[config.mk]
export PLATFORM = sky130hd
export DESIGN_NAME = cc_select_encoder
export DESIGN_NICKNAME = d
export VERILOG_FILES = /design/src/rtl/cc_select_encoder.sv
export SDC_FILE = /design/constraint.sdc
export NUM_CORES = 1
export LEC_CHECK = 0
export ABC_AREA = 1
export BUFFER_PORTS_ARGS = -buffer_cell sky130_fd_sc_hd__buf_2
export CAP_MARGIN = 15
export CORE_UTILIZATION = 62
export DETAILED_ROUTE_END_ITERATION = 10
export GPL_TIMING_DRIVEN = 0
export HOLD_SLACK_MARGIN = 0.1
export PLACE_DENSITY_LB_ADDON = 0.05
export SLEW_MARGIN = 20
export SYNTH_ARGS = -nofsm -noshare
export SYNTH_HDL_FRONTEND = slang
export SYNTH_SLANG_ARGS = --single-unit
[constraint.sdc]
create_clock -name CC_ENCODER_CLOCK_50 -period 5.2 [get_ports CC_ENCODER_CLOCK_50]
set_clock_uncertainty 0.15 [all_clocks]
set_input_delay 1.04 -clock CC_ENCODER_CLOCK_50 [delete_from_list [all_inputs] [get_ports CC_ENCODER_CLOCK_50]]
set_output_delay 1.04 -clock CC_ENCODER_CLOCK_50 [all_outputs]
set_load 0.02 [all_outputs]
[src/rtl/cc_select_encoder.sv]
// Round-robin encoder for the active-low register request bus: arbitrates g0..IR,
// offers the winner's index on a valid/ready handshake and returns an active-low one-hot grant.
module cc_select_encoder #(
    parameter int DATAWIDTH_ENCODER_SELECTION = 4,
    parameter int DATAWIDTH_ENCODER_IN        = 16,
    parameter int NUM_SOURCES                 = 14
) (
    input  logic                                   CC_ENCODER_CLOCK_50,
    input  logic                                   CC_ENCODER_RESET_InLow,
    input  logic [DATAWIDTH_ENCODER_IN-1:0]        CC_ENCODER_Request_InBUS,
    input  logic                                   CC_ENCODER_Ready_In,
    output logic                                   CC_ENCODER_Valid_Out,
    output logic [DATAWIDTH_ENCODER_SELECTION-1:0] CC_ENCODER_Selection_OutBUS,
    output logic [DATAWIDTH_ENCODER_IN-1:0]        CC_ENCODER_Grant_OutBUS,
    output logic                                   CC_ENCODER_Error_Out
);

    localparam int SEL_W  = DATAWIDTH_ENCODER_SELECTION;
    localparam int IN_W   = DATAWIDTH_ENCODER_IN;
    localparam int CAND_W = SEL_W + 1;
    localparam logic [SEL_W-1:0] PTR_RESET = SEL_W'(NUM_SOURCES - 1);

    typedef enum logic {
        ST_IDLE,
        ST_OFFER
    } state_t;

    state_t             state_q;
    state_t             state_d;
    logic [SEL_W-1:0]   ptr_q;
    logic [SEL_W-1:0]   ptr_d;
    logic               valid_q;
    logic               valid_d;
    logic [SEL_W-1:0]   sel_q;
    logic [SEL_W-1:0]   sel_d;
    logic [IN_W-1:0]    grant_q;
    logic [IN_W-1:0]    grant_d;
    logic               error_q;
    logic               error_d;

    logic               win_found;
    logic [SEL_W-1:0]   win_idx;
    logic [CAND_W-1:0]  cand;
    logic [IN_W-1:0]    grant_onehot;
    logic               transfer;

    // Search starts just after the last transfer winner and wraps over the legal lines only.
    always_comb begin
        win_found = 1'b0;
        win_idx   = '0;
        cand      = '0;
        for (int off = 1; off <= NUM_SOURCES; off++) begin
            cand = {1'b0, ptr_q} + CAND_W'(off);
            if (cand >= CAND_W'(NUM_SOURCES)) begin
                cand = cand - CAND_W'(NUM_SOURCES);
            end
            if (!win_found && !CC_ENCODER_Request_InBUS[cand[SEL_W-1:0]]) begin
                win_found = 1'b1;
                win_idx   = cand[SEL_W-1:0];
            end
        end
    end

    always_comb begin
        error_d = 1'b0;
        for (int i = NUM_SOURCES; i < IN_W; i++) begin
            if (!CC_ENCODER_Request_InBUS[i]) begin
                error_d = 1'b1;
            end
        end
    end

    assign grant_onehot = ~(IN_W'(1) << win_idx);
    assign transfer     = valid_q && CC_ENCODER_Ready_In;

    always_ff @(posedge CC_ENCODER_CLOCK_50) begin
        if (!CC_ENCODER_RESET_InLow) begin
            state_q <= ST_IDLE;
            ptr_q   <= PTR_RESET;
            valid_q <= 1'b0;
            sel_q   <= '0;
            grant_q <= '1;
            error_q <= 1'b0;
        end else begin
            state_q <= state_d;
            ptr_q   <= ptr_d;
            valid_q <= valid_d;
            sel_q   <= sel_d;
            grant_q <= grant_d;
            error_q <= error_d;
        end
    end

    always_comb begin
        state_d = state_q;
        case (state_q)
            ST_IDLE: begin
                if (win_found) begin
                    state_d = ST_OFFER;
                end
            end
            ST_OFFER: begin
                if (transfer) begin
                    state_d = ST_IDLE;
                end
            end
        endcase
    end

    // The offer is frozen until accepted; requests are not resampled while offering.
    always_comb begin
        valid_d = valid_q;
        sel_d   = sel_q;
        grant_d = grant_q;
        ptr_d   = ptr_q;
        case (state_q)
            ST_IDLE: begin
                if (win_found) begin
                    valid_d = 1'b1;
                    sel_d   = win_idx;
                    grant_d = grant_onehot;
                end else begin
                    valid_d = 1'b0;
                    grant_d = '1;
                end
            end
            ST_OFFER: begin
                if (transfer) begin
                    valid_d = 1'b0;
                    grant_d = '1;
                    ptr_d   = sel_q;
                end
            end
        endcase
    end

    assign CC_ENCODER_Valid_Out        = valid_q;
    assign CC_ENCODER_Selection_OutBUS = sel_q;
    assign CC_ENCODER_Grant_OutBUS     = grant_q;
    assign CC_ENCODER_Error_Out        = error_q;

endmodule
Yosys cells after proc, flatten, opt, wreduce, memory -nomap -nowiden
Index checks and enable logic that the tools add are counted.

$add $sub $neg: 28. Shift operators: 1. Reduce and logical (&&, ||, !) cells: 41. Magnitude comparators: 28. Equality and inequality tests: 1. Bitwise logic cells: 2. Mux-type cells: 80.

Operators by type and width (count): 4-bit two-way mux (28); 5-bit by 4-bit >= comparator with 1-bit output, second input constant (14); 4-bit by 5-bit less-than comparator with 1-bit output, second input constant (14); 1-bit binary-select mux with 4-bit select (14); 4-bit subtractor, second input constant (14); 4-bit by 4-bit adder with 5-bit output, second input constant (7); 1-bit two-way mux (33); 16-bit two-way mux (2); 16-bit one-hot mux with 2 select lines (1); 1-bit logical NOT (25); 4-bit by 3-bit adder with 5-bit output, second input constant (4); 16-bit inverter (1); 1-bit by 4-bit left shift with 16-bit output, first input constant (1); 1-bit logical AND (14); 4-bit by 2-bit adder with 5-bit output, second input constant (2); 4-bit by 1-bit adder with 5-bit output, second input constant (1); 1-bit one-hot mux with 2 select lines (2); 2-bit AND reduction (2); 2-bit by 1-bit != test with 1-bit output, second input constant (1); 1-bit inverter (1).

Flip-flop bits (word level): 27. Word-level logic and storage cells: 187. Output and inout bits: 22. Input port bits: 19.

Longest topological paths before layout
Depth after elaboration: 48. Depth in mapped cells: 35. Mapped depth without buffers: 34.

Worst setup path before layout
OpenSTA, ideal clock, no wires.

Path type: register to register. Start: register ptr_q[0]. End: register grant_q[10] (netlist: CC_ENCODER_Grant_OutBUS[10]). Arrival time: 3.718 ns. Path slack: 1.218 ns. Clock period less this slack: 3.982 ns. Setup time: 0.114 ns. Data required time: 4.936 ns. Cell stages (with the launch flop): 29. Buffers on the path: 2. Cells stage by stage: dfxtp_1 -> buf_6 -> inv_2 -> ha_1 -> buf_2 -> inv_2 -> ha_1 -> inv_1 -> nand2_1 -> nand2_2 -> nand2_4 -> o21ai_1 -> nand3_1 -> nand3_1 -> nand2_2 -> nor2_8 -> nand4_4 -> nor2_4 -> nand4_4 -> nor2_4 -> nand4_4 -> nand2_1 -> inv_2 -> nand2_1 -> nand3_4 -> inv_2 -> nand2_1 -> nand2_1 -> nand2_1.

Cells in the longest elaborated chain, start to end: 48. Elaborated cells between the ends (all ways): 154. Classes of those cells: 28 x add/sub; 14 x order compare; 1 x shift; 72 x mux; 1 x bitwise; 38 x reduce/logical.

Ends and longest elaborated chain: from (decl) (line 30) `logic [SEL_W-1:0] ptr_q;`; from (signal assigned) (line 86) `ptr_q <= ptr_d;`; 4-bit by 2-bit adder with 5-bit output (line 53) `cand = {1'b0, ptr_q} + CAND_W'(off);`; 4-bit subtractor or 5-bit by 4-bit >= comparator with 1-bit output (tied branches) (line 55, 54); 4-bit two-way mux (line 54) `if (cand >= CAND_W'(NUM_SOURCES)) begin`; 1-bit binary-select mux with 4-bit select (line 57) `if (!win_found && !CC_ENCODER_Request_InBUS[cand[SEL_W-1:0]]) begin`; 1-bit two-way mux (not written as such) (line 57); 1-bit logical NOT (line 57); 1-bit logical AND (line 57); 1-bit two-way mux (line 57); [... 32 more ...]; 1-bit two-way mux (line 57); 1-bit logical NOT (line 57); 1-bit logical AND (line 57); 4-bit two-way mux (line 57); 1-bit by 4-bit left shift with 16-bit output (line 73) `assign grant_onehot = ~(IN_W'(1) << win_idx);`; 16-bit inverter (line 73); 16-bit two-way mux (*) (line 118) `if (win_found) begin`; 16-bit one-hot mux with 2 select lines (*) (line 116) `case (state_q)`; to (signal assigned) (line 89) `grant_q <= grant_d;`; to (decl) (line 36) `logic [IN_W-1:0] grant_q;`.

Mark *: on every way between the ends. The rest lies on a longest branch, timed or not. The select of a mux whose other input is x is not followed. A chain may end at the register's enable or synchronous reset.

Worst setup path after layout
Start: register ptr_q[0]. End: register grant_q[5] (netlist: CC_ENCODER_Grant_OutBUS[5]).

Same word-level chain as after synthesis.

==> flow_metrics.py <==
metrics = {
    "floorplan": {
        "ios": 41,
        "fp.dieH_um": 89.1,
        "die_w_um": 89.1,
        "start_util": 0.645,
        "fp-row-count": 31,
        "core_area_sq_um": 7290,
        "die-area_sq_um": 7940,
    },
    "drt": {
        "viasPerCell": 5.81,
        "drt_iter0_markers": 573,
        "route.detailed.drc": 0,
        "postRouteAntennaNets": 0,
        "dr.pass1.iters": 6,
        "routed_wirelength_um": 15000,
        "vias": 5713,
        "detail_route.wl_per_cell_um": 15.2,
    },
    "yosys": {
        "synthArstFlopShare": 0,
        "synth_top_area_frac": 0.208,
        "syn_nets": 881,
        "synthMuxAreaShare": 0.00213,
        "synth_cell_type_count": 46,
        "synth_adder_area_share": 0.0575,
        "synth_sequential_area_ratio": 0.115,
        "avgSynthCellArea_sq_um": 5.59,
        "synth_area_leaders": "nand2_1, dfxtp_1, nand3_1, inv_1, ha_1",
        "ys_dominant_reg_cell": "dfxtp_1",
        "synth_top_family_by_area": "simple AND/OR/NAND/NOR gates",
        "synth_edf_count": 0,
        "ys_ff_latch": 27,
        "synth_top_cell_by_area": "nand2_1",
        "syn_area_sq_um": 4700,
        "yosys_warnings": 0,
        "synth_simple_gate_area_share": 0.477,
        "synthXorXnorAreaFrac": 0.0234,
        "synthCells": 841,
        "synth-compound-area-share": 0.201,
    },
    "power_and_ir_drop": {
        "p_per_area_nw_per_um2": 263,
        "p_leak_nw": 2.73,
        "power_w": 0.00134,
        "vdd_drop_max_mv": 0.178,
    },
    "placement": {
        "gp_congestion": 1.00,
        "io_buffers": 40,
        "place_hpwl_um": 12100,
    },
    "cts": {
        "cts_tree": "yes",
        "cts.path.max_buffers": 2,
        "numCtsBuffers": 3,
        "htreeDepth": 1,
        "clock_tree.root_cell": "clkbuf_8",
        "hold_buffers": 0,
        "cts.clk_slew.worst_paths_ps": 100,
        "clk_latency_ps": 290,
        "clkSinkCount": 27,
    },
    "setup_path": {
        "worstPathRequired_ps": 5220,
        "critical_path.max_fanout": 10,
        "cp_top_family": "simple AND/OR/NAND/NOR gates",
        "crit_top_cell": "nand2_1",
        "critPathBufInv": 5,
        "worstSetupStartpointType": "register",
        "crit_type": "register to register",
        "crit_path_end_kind": "register",
        "slowest_delay_ps": 520,
        "crit_slowest_cell": "dfxtp_1",
        "arrival_ps": 4900,
    },
    "timing": {
        "tns_ps": 0,
        "hold_viol_final": 0,
        "fin_crit_ps": 4870,
        "fmaxAchievable_mhz": 205,
        "relSlewSlack": 0.431,
        "fin_crit_sh": 0.937,
        "finalMaxSlewViolations": 0,
        "setup_viol": 0,
        "max_slew.worst_pin.slew_ps": 848,
        "rsz0062_at_grt": "no",
    },
    "global_routing": {
        "antenna_found_initial": 0,
        "grt_first_pass_wirelength_um": 23100,
        "grt_start_max_net_pins": 18,
        "grt_pass1_vias": 4848,
        "grt_usage": 0.380,
        "grt_overflow": 0,
    },
    "outcome": {
        "status": "finished clean",
    },
    "cells_and_area": {
        "num_antenna_cells": 0,
        "syn_to_final_growth_pct": 8.12,
        "fin_nets": 926,
        "drive_above_1_share": 0.160,
    },
    "min_path": {
        "hold_path_class": "register to register",
    },
    "run": {
        "max-cap-violations": 0,
    },
}
-- final cells by class --
type,instances,area (sq um)
clock inverters,1,8.76
repair buffers,40,200
inverters,132,503
fillers,712,2210
clock buffers,3,41.3
well taps,99,124
plain buffers,11,77.6
flip-flops and latches,27,542
multi-input cells,671,3590
-- through the flow --
step                instance area, sq um   util  setup slack [ps]  hold WS, ps  cells
global route                        5080  0.697              1.17          367    984
global placement                    5030  0.689               277          316    980
detailed placement                  5030  0.689               188          345    980
finish                              5080  0.697               326          361    984
floorplan                           4700      -              1220          393    841
CTS                                 5080  0.696               114          360    984
-- report_power, final --
group	internal [W]	leakage (nW)	switching, W
Clock	0.0000564	0.0261	0.0000726
Combinational	0.000280	2.48	0.000677
Sequential	0.000232	0.223	0.0000181
Total	0.000569	2.73	0.000768
-- worst paths after layout --
kind | start | endpoint | slack, ps | depth (start not counted)
worst min register to register | CC_ENCODER_Selection_OutBUS[1]$_SDFFE_PN0P_ | ptr_q[1]$_SDFFE_PN0P_ | 360 | 2
worst max-delay path | ptr_q[0]$_SDFFE_PN1P_ | CC_ENCODER_Grant_OutBUS[5]$_SDFFE_PN1P_ | 330 | 30
worst max register to register | ptr_q[0]$_SDFFE_PN1P_ | CC_ENCODER_Grant_OutBUS[5]$_SDFFE_PN1P_ | 330 | 30
worst min-delay path | CC_ENCODER_Selection_OutBUS[1]$_SDFFE_PN0P_ | ptr_q[1]$_SDFFE_PN0P_ | 360 | 2
-- routing by layer --
layer  part of all wire  up-vias  global-route usage
met5                  0        -                   0
met2               0.43      308               0.588
met3               0.11       18              0.0702
li1                   -     2824                   -
met1               0.44     2563               0.543
met4              0.015        0              0.0909
-- worst register-to-register path: cells and delay by family (launching register included) --
kind                       cells  cell delay (ps)
and+or+nand+nor               22             2460
buffers and inverters          5              890
adders and majority gates      2              580
DFF                            1              520
AOI/OAI and AO/OA              1              170
-- flip-flops by register name (all words and copies together) (netlist names) --
signal,flops
ptr_q,4
state_q,1
CC_ENCODER_Selection_OutBUS,4
CC_ENCODER_Grant_OutBUS,16
CC_ENCODER_Valid_Out,1
CC_ENCODER_Error_Out,1
-- synth_stat cells (2+ instances only) --
master	instances
inv_2	20
o21ai_1	25
nor2_4	4
buf_2	2
buf_6	4
o21ai_2	12
o211ai_1	16
o21bai_1	9
nand3b_1	2
a21oi_1	33
nand2_2	18
clkinv_1	2
ha_1	20
nor2_2	5
clkbuf_1	4
dfxtp_1	27
xor2_1	7
nand2_4	5
inv_4	3
nand2_1	261
nand4_1	14
xor2_2	3
nand4_4	3
nand3_2	5
o21a_1	5
o21bai_2	4
nand3_1	106
nor2_1	54
inv_1	107
o21ai_0	45
-- cells in the final DEF, fill, tap and decap left out, types with 2 or more instances in the layout --
cell type,instances
xor2_1,7
nor2_2,6
inv_1,107
nor2_4,4
clkinv_1,2
clkbuf_8,3
a21oi_1,33
nand2_4,5
o21ai_2,13
nand4_4,3
nand2_2,18
buf_2,42
nand3b_1,2
o21a_1,5
xor2_2,3
nand2_1,261
nand3_1,106
dfxtp_1,26
buf_6,4
o21bai_1,9
inv_2,20
o211ai_1,16
ha_1,20
nor2_1,53
nand4_1,14
nand3_2,5
inv_4,3
clkbuf_1,4
o21ai_0,43
o21ai_1,26
o21bai_2,4
-- cell families (layout without fill, tap and decap cells) --
kind of cell    after synthesis  after routing
compound gates              155            155
xor+xnor                     10             10
fa+ha+maj                    21             21
buf+inv                     143            187
flops                        27             27
mux                           1              1
simple gates                484            484
-- what timing repair did --
item | CTS | global route
gates resized for setup | 0 | 5
endpoints found under the setup margin | 0 | 21
setup buffers | 0 | 0
(Power assumes the default switching activity.)
